$ cat src/rtl/fetch_stage_reg.sv
// Pre-IF -> IF pipeline register: lane payload, stale-response cancel counter and one-entry instruction buffer.
// Optional `FETCH_DISCARD_STAT_EN adds a 32-bit discarded-response counter (discard_total_o).
module fetch_stage_reg #(
  parameter int                LANES      = 2,
  parameter int                PC_W       = 32,
  parameter int                EXC_W      = 7,
  parameter int                INST_W     = 32,
  parameter int                PR_W       = 64,
  parameter int                MAX_CANCEL = 3,
  parameter logic [PC_W-1:0]   RESET_PC   = 32'h1c000000,
  localparam int               CNT_W      = $clog2(MAX_CANCEL + 1)
) (
  input  logic                    clk,
  input  logic                    rst_n,
  input  logic                    preif_valid_i,
  input  logic                    if_allowin_i,
  output logic                    if_valid_o,
  input  logic                    excep_flush_i,
  input  logic                    branch_flush_i,
  input  logic                    req_i,
  output logic                    req_o,
  input  logic [LANES*PC_W-1:0]   pc_i,
  output logic [LANES*PC_W-1:0]   pc_o,
  input  logic [LANES-1:0]        exc_en_i,
  output logic [LANES-1:0]        exc_en_o,
  input  logic [LANES*EXC_W-1:0]  exc_type_i,
  output logic [LANES*EXC_W-1:0]  exc_type_o,
  input  logic                    pr_we_i,
  input  logic [PR_W-1:0]         pr_data_i,
  output logic [PR_W-1:0]         pr_data_o,
  input  logic                    cancel_inc_i,
  input  logic                    resp_valid_i,
  input  logic [LANES*INST_W-1:0] resp_data_i,
  output logic                    resp_discard_o,
  output logic [CNT_W-1:0]        cancel_cnt_o,
  output logic                    cancel_ovf_o,
  input  logic                    buf_hold_i,
  input  logic                    buf_take_i,
  output logic                    inst_buf_valid_o,
`ifdef FETCH_DISCARD_STAT_EN
  output logic [31:0]             discard_total_o,
`endif
  output logic [LANES*INST_W-1:0] inst_buf_data_o
);

  localparam logic [CNT_W-1:0] CNT_MAX = CNT_W'(MAX_CANCEL);

  function automatic logic [LANES*PC_W-1:0] reset_pcs();
    logic [LANES*PC_W-1:0] r;
    for (int i = 0; i < LANES; i++) r[i*PC_W +: PC_W] = RESET_PC + PC_W'(4 * i);
    return r;
  endfunction

  localparam logic [LANES*PC_W-1:0] PC_RST = reset_pcs();

  logic             load;
  logic             flush;
  logic             buf_clear;
  logic             buf_load;
  logic [CNT_W-1:0] cnt_nxt;
  logic             ovf_set;

  assign load           = preif_valid_i && if_allowin_i;
  assign flush          = excep_flush_i || branch_flush_i;
  assign resp_discard_o = resp_valid_i && (cancel_cnt_o != '0);
  assign buf_clear      = buf_take_i || flush;
  assign buf_load       = resp_valid_i && !resp_discard_o && buf_hold_i && !inst_buf_valid_o;

  // NOTE: every variable gets a default at the top of always_comb so no path leaves it unassigned (no latch).
  always_comb begin
    cnt_nxt = cancel_cnt_o;
    ovf_set = 1'b0;
    if (cancel_inc_i && !resp_discard_o) begin
      if (cancel_cnt_o == CNT_MAX) ovf_set = 1'b1;
      else                         cnt_nxt = cancel_cnt_o + CNT_W'(1);
    end else if (!cancel_inc_i && resp_discard_o) begin
      cnt_nxt = cancel_cnt_o - CNT_W'(1);
    end
  end

  // NOTE: state is updated with non-blocking assignments so all registers see pre-edge values.
  always_ff @(posedge clk) begin
    if (!rst_n) begin
      pc_o             <= PC_RST;
      exc_en_o         <= '0;
      exc_type_o       <= '0;
      req_o            <= 1'b0;
      if_valid_o       <= 1'b0;
      pr_data_o        <= '0;
      cancel_cnt_o     <= '0;
      cancel_ovf_o     <= 1'b0;
      inst_buf_valid_o <= 1'b0;
      // NOTE: buffer data is reset only because it is visible on a port; a pure datapath register would skip it.
      inst_buf_data_o  <= '0;
    end else begin
      if (load) begin
        pc_o       <= pc_i;
        exc_en_o   <= exc_en_i;
        exc_type_o <= exc_type_i;
        req_o      <= req_i;
      end
      if (flush)             if_valid_o <= 1'b0;
      else if (if_allowin_i) if_valid_o <= preif_valid_i;
      if (pr_we_i) pr_data_o <= pr_data_i;
      cancel_cnt_o <= cnt_nxt;
      if (ovf_set) cancel_ovf_o <= 1'b1;
      // Clear beats load; a full buffer ignores further responses.
      if (buf_clear) begin
        inst_buf_valid_o <= 1'b0;
      end else if (buf_load) begin
        inst_buf_valid_o <= 1'b1;
        inst_buf_data_o  <= resp_data_i;
      end
    end
  end

`ifdef FETCH_DISCARD_STAT_EN
  always_ff @(posedge clk) begin
    if (!rst_n)              discard_total_o <= '0;
    else if (resp_discard_o) discard_total_o <= discard_total_o + 32'd1;
  end
`endif

endmodule

$ cat config.mk
export PLATFORM = sky130hd
export DESIGN_NAME = fetch_stage_reg
export DESIGN_NICKNAME = d
export VERILOG_FILES = /design/src/rtl/fetch_stage_reg.sv
export SDC_FILE = /design/constraint.sdc
export NUM_CORES = 1
export LEC_CHECK = 0
export BUFFER_PORTS_ARGS = -buffer_cell sky130_fd_sc_hd__buf_2
export CAP_MARGIN = 20
export CORE_MARGIN = 4
export CORE_UTILIZATION = 25
export CTS_CLUSTER_SIZE = 30
export DETAILED_ROUTE_END_ITERATION = 6
export PLACE_DENSITY = 0.54
export SYNTH_ARGS = -nofsm -noshare
export SYNTH_HDL_FRONTEND = slang
export SYNTH_SLANG_ARGS = --single-unit
$ cat constraint.sdc
create_clock -name clk -period 3.06 [get_ports clk]
set_input_delay 0.153 -clock clk [delete_from_list [all_inputs] [get_ports clk]]
set_output_delay 0.153 -clock clk [all_outputs]
set_load 0.01 [all_outputs]
==> metrics.txt <==
layout cell share with drive strength beyond 1=0.324; Nets=1707; # resized after CTS=0; setup TNS=0 ps; RePlAce Congestion=0.804; Hold Crit Class=in2reg; Routed WL=28300 um; Setup Viol. Count Final=0; register bit total from synthesis=214; Port Buffer Count=434; register area=4280 um2; die width=190 um; worst min-delay path endpoint=cancel_cnt_o[1]$_SDFFE_PN0P_; worst r2r dst=inst_buf_data_o[43]$_SDFFE_PN0P_; fin crit period=1910 ps; clk buf depth=3; total number of vias=8101; drt pass-1 iters=4; max-slew violations=0; antenna violations before repair=0; vias per cell=4.17; synth top area cells=dfxtp_1, mux2i_1, nand2_1, a21boi_1, nor2b_1; CTS H-tree depth=1; clock sinks=214; Async SR Flop Fraction=0; die area=36200 um2; DP Worst Slack=1140 ps; gr busiest metal=met2; Post-synth top flop=dfxtp_1; Crit path max-delay family=simple AND/OR/NAND/NOR gates; most numerous cell in the Yosys netlist=nand2_1; dpl hpwl=18800 um; syn nets=1085; critical-path cell list=nor4_2, and4_4, buf_4, mux2i_1; Worst VDD drop=0.358 mV; hold_ws=34.9 ps; fillcell total=3165; Crit path largest cell delay=660 ps; EDFF count, synth=0; unrepaired setup endpoints after global routing=no; WP buf/inv=1; CP max-delay cell=and4_4; Root Driver=clkbuf_16; CTS Buf Count=25; sequential area share after synthesis=0.516; grt met3 use=0.0423; Post-Syn Instances=865; ant diodes=0; post-synth top area share=0.516; Max FO, Critical Path=32; DP Area=10700 um2; CP arrival=2360 ps; switching share of power=0.235; Residual DRC=0; Comb pwr share=0.130; Leakage Power=6.37 nW; Routed Antenna Nets=0; Fmax achieved=0.522 GHz; Cell Pwr Density=504 nW/um2; Reg2Reg Depth=4; Req. time, crit path=3510 ps; GR Util met1=0.167; Net Sw Power=1.62 mW; Syn Std Cell Area=8300 um2; Boundary Pins=435; clock power share=0.439; sequential fraction of design power=0.431; worst hold path depth=3; Remaining Overflow, GRT=0; r2r setup slk=1150 ps; Worst-Margin Slew=1060 ps; P&R area growth vs syn=64.2%; Synth cell types=28; CP Capture Type=flip-flop; Setup CP Type=reg2reg; Hold Startpoint=cancel_inc_i; WL per Instance=14.5 um; pin count of the biggest net entering global routing=114; post-synth top area cell=dfxtp_1; Initial Util=0.255; Clock Pin Slew Worst Setup and Hold Paths=60 ps; Clk Latency, worst-skew pair=520 ps; clk_skew=5.27 ps; Tot GR Track Use=0.147; Initial DRC Count=247; CTS tree=built; cell-internal power=5.25 mW; Slew headroom=0.294; first-pass GRT wire length=44200 um; FF-to-FF Start=inst_buf_valid_o$_SDFFE_PP0P_; footprint of the multi-input gates=3520 um2; vias in the first global route=8541; status=complete, no violations; Worst setup SP type=flip-flop; Die Y=190 um; cell area after layout=13600 um2; Final Hold Vio Count=0; GR Util met2=0.261; commonest cells in the netlist=nand2_1, dfxtp_1, mux2i_1, a21boi_1, nor2b_1; Ys Warns=0; Core ar.=32600 um2; Post-Syn Area per Cell=9.60 um2; # rows=66; # Max-Cap Violations=0; final worst slack=1150 ps; Period Utilization, post-route=0.626
-- power by group through the flow --
stage	Sequential, mW	Combinational [mW]	Clock (mW)
final	2.96	0.895	3.01
after global routing	2.97	0.981	3.23
after CTS	2.96	0.899	3.12
after detailed placement	3.02	0.680	0
after global placement	3.01	0.675	0
after floorplan	3.07	0.307	0
-- area by class of cell --
class | instances | area share
Multi-Input combinational cell | 588 | 0.258
Timing Repair Buffer | 657 | 0.326
Inverter | 1 | 0.000275
Tap cell | 442 | 0.0406
Clock buffer | 33 | 0.0518
Sequential cell | 214 | 0.314
Clock inverter | 9 | 0.00909
-- metrics by stage --
stage / power [mW] / utilization / std cells
floorplan: 3.38 / - / 865
global placement: 3.69 / 0.327 / 1688
detailed placement: 3.70 / 0.327 / 1688
CTS: 6.98 / 0.418 / 1944
global route: 7.19 / 0.418 / 1944
finish: 6.87 / 0.418 / 1944
-- worst max path at each step --
stage | start | to | slack (ps) | depth (start not counted)
3_3_place_gp | inst_buf_valid_o$_SDFFE_PP0P_ | inst_buf_data_o[39]$_SDFFE_PN0P_ | 1170 | 4
2_1_floorplan | inst_buf_valid_o$_SDFFE_PP0P_ | inst_buf_data_o[10]$_SDFFE_PN0P_ | 1700 | 5
6_report | inst_buf_valid_o$_SDFFE_PP0P_ | inst_buf_data_o[43]$_SDFFE_PN0P_ | 1150 | 4
3_5_place_dp | inst_buf_valid_o$_SDFFE_PP0P_ | inst_buf_data_o[49]$_SDFFE_PN0P_ | 1140 | 4
4_1_cts | inst_buf_valid_o$_SDFFE_PP0P_ | inst_buf_data_o[49]$_SDFFE_PN0P_ | 1140 | 4
5_1_grt | inst_buf_valid_o$_SDFFE_PP0P_ | inst_buf_data_o[40]$_SDFFE_PN0P_ | 990 | 4
-- state kept, by name, indices dropped and copies added, names as in the netlist --
name              flops
exc_type_o           14
inst_buf_data_o      64
pr_data_o            64
req_o                 1
if_valid_o            1
cancel_ovf_o          1
cancel_cnt_o          2
inst_buf_valid_o      1
exc_en_o              2
pc_o                 64
-- cells by family after synthesis --
logic type             synth area share
AOI/OAI and AO/OA                0.0726
DFF                               0.516
and+or+nand+nor                   0.197
muxes                             0.154
buffers and inverters            0.0604
-- worst reg2reg max path: cells and delay by family (launching register included) --
kind                   cells  cell delay [ps]
multiplexers               1              210
AND/OR/NAND/NOR            2              940
buffers and inverters      1              370
flip-flops                 1              330
-- cells in the final DEF, fill, tap and decap left out, types with 2 or more instances in the layout --
cell           netlist  final
buf_2               10    432
nand2_1            292    291
dfxtp_1            214    214
dlygate4sd3_1        0    214
mux2i_1            128    128
a21boi_1            74     74
nor2b_1             66     66
clkbuf_16            0     25
nand3_1              7      7
buf_4                0      6
clkbuf_8            11      5
clkinv_2             0      5
nor2_1               4      4
buf_12               7      4
clkbuf_1            30      3
bufinv_16            0      3
a21oi_1              2      2
nor3_1               2      2
o21ai_0              2      2
a31oi_1              2      2
-- metal layers --
metal  vias to the layer above  routed length (um)
met5                         -                   0
met4                         0                1120
met3                        73                2290
met2                       322               13600
met1                      3661               11300
li1                       4045                   -
-- what timing repair did --
item                                    in CTS  in global routing
endpoints found under the setup margin       0                  0
hold buffers                               214                  0
setup buffers                                0                  0
endpoints found under the hold margin      211                  0
No activity file was read; power rests on OpenSTA's default activity.
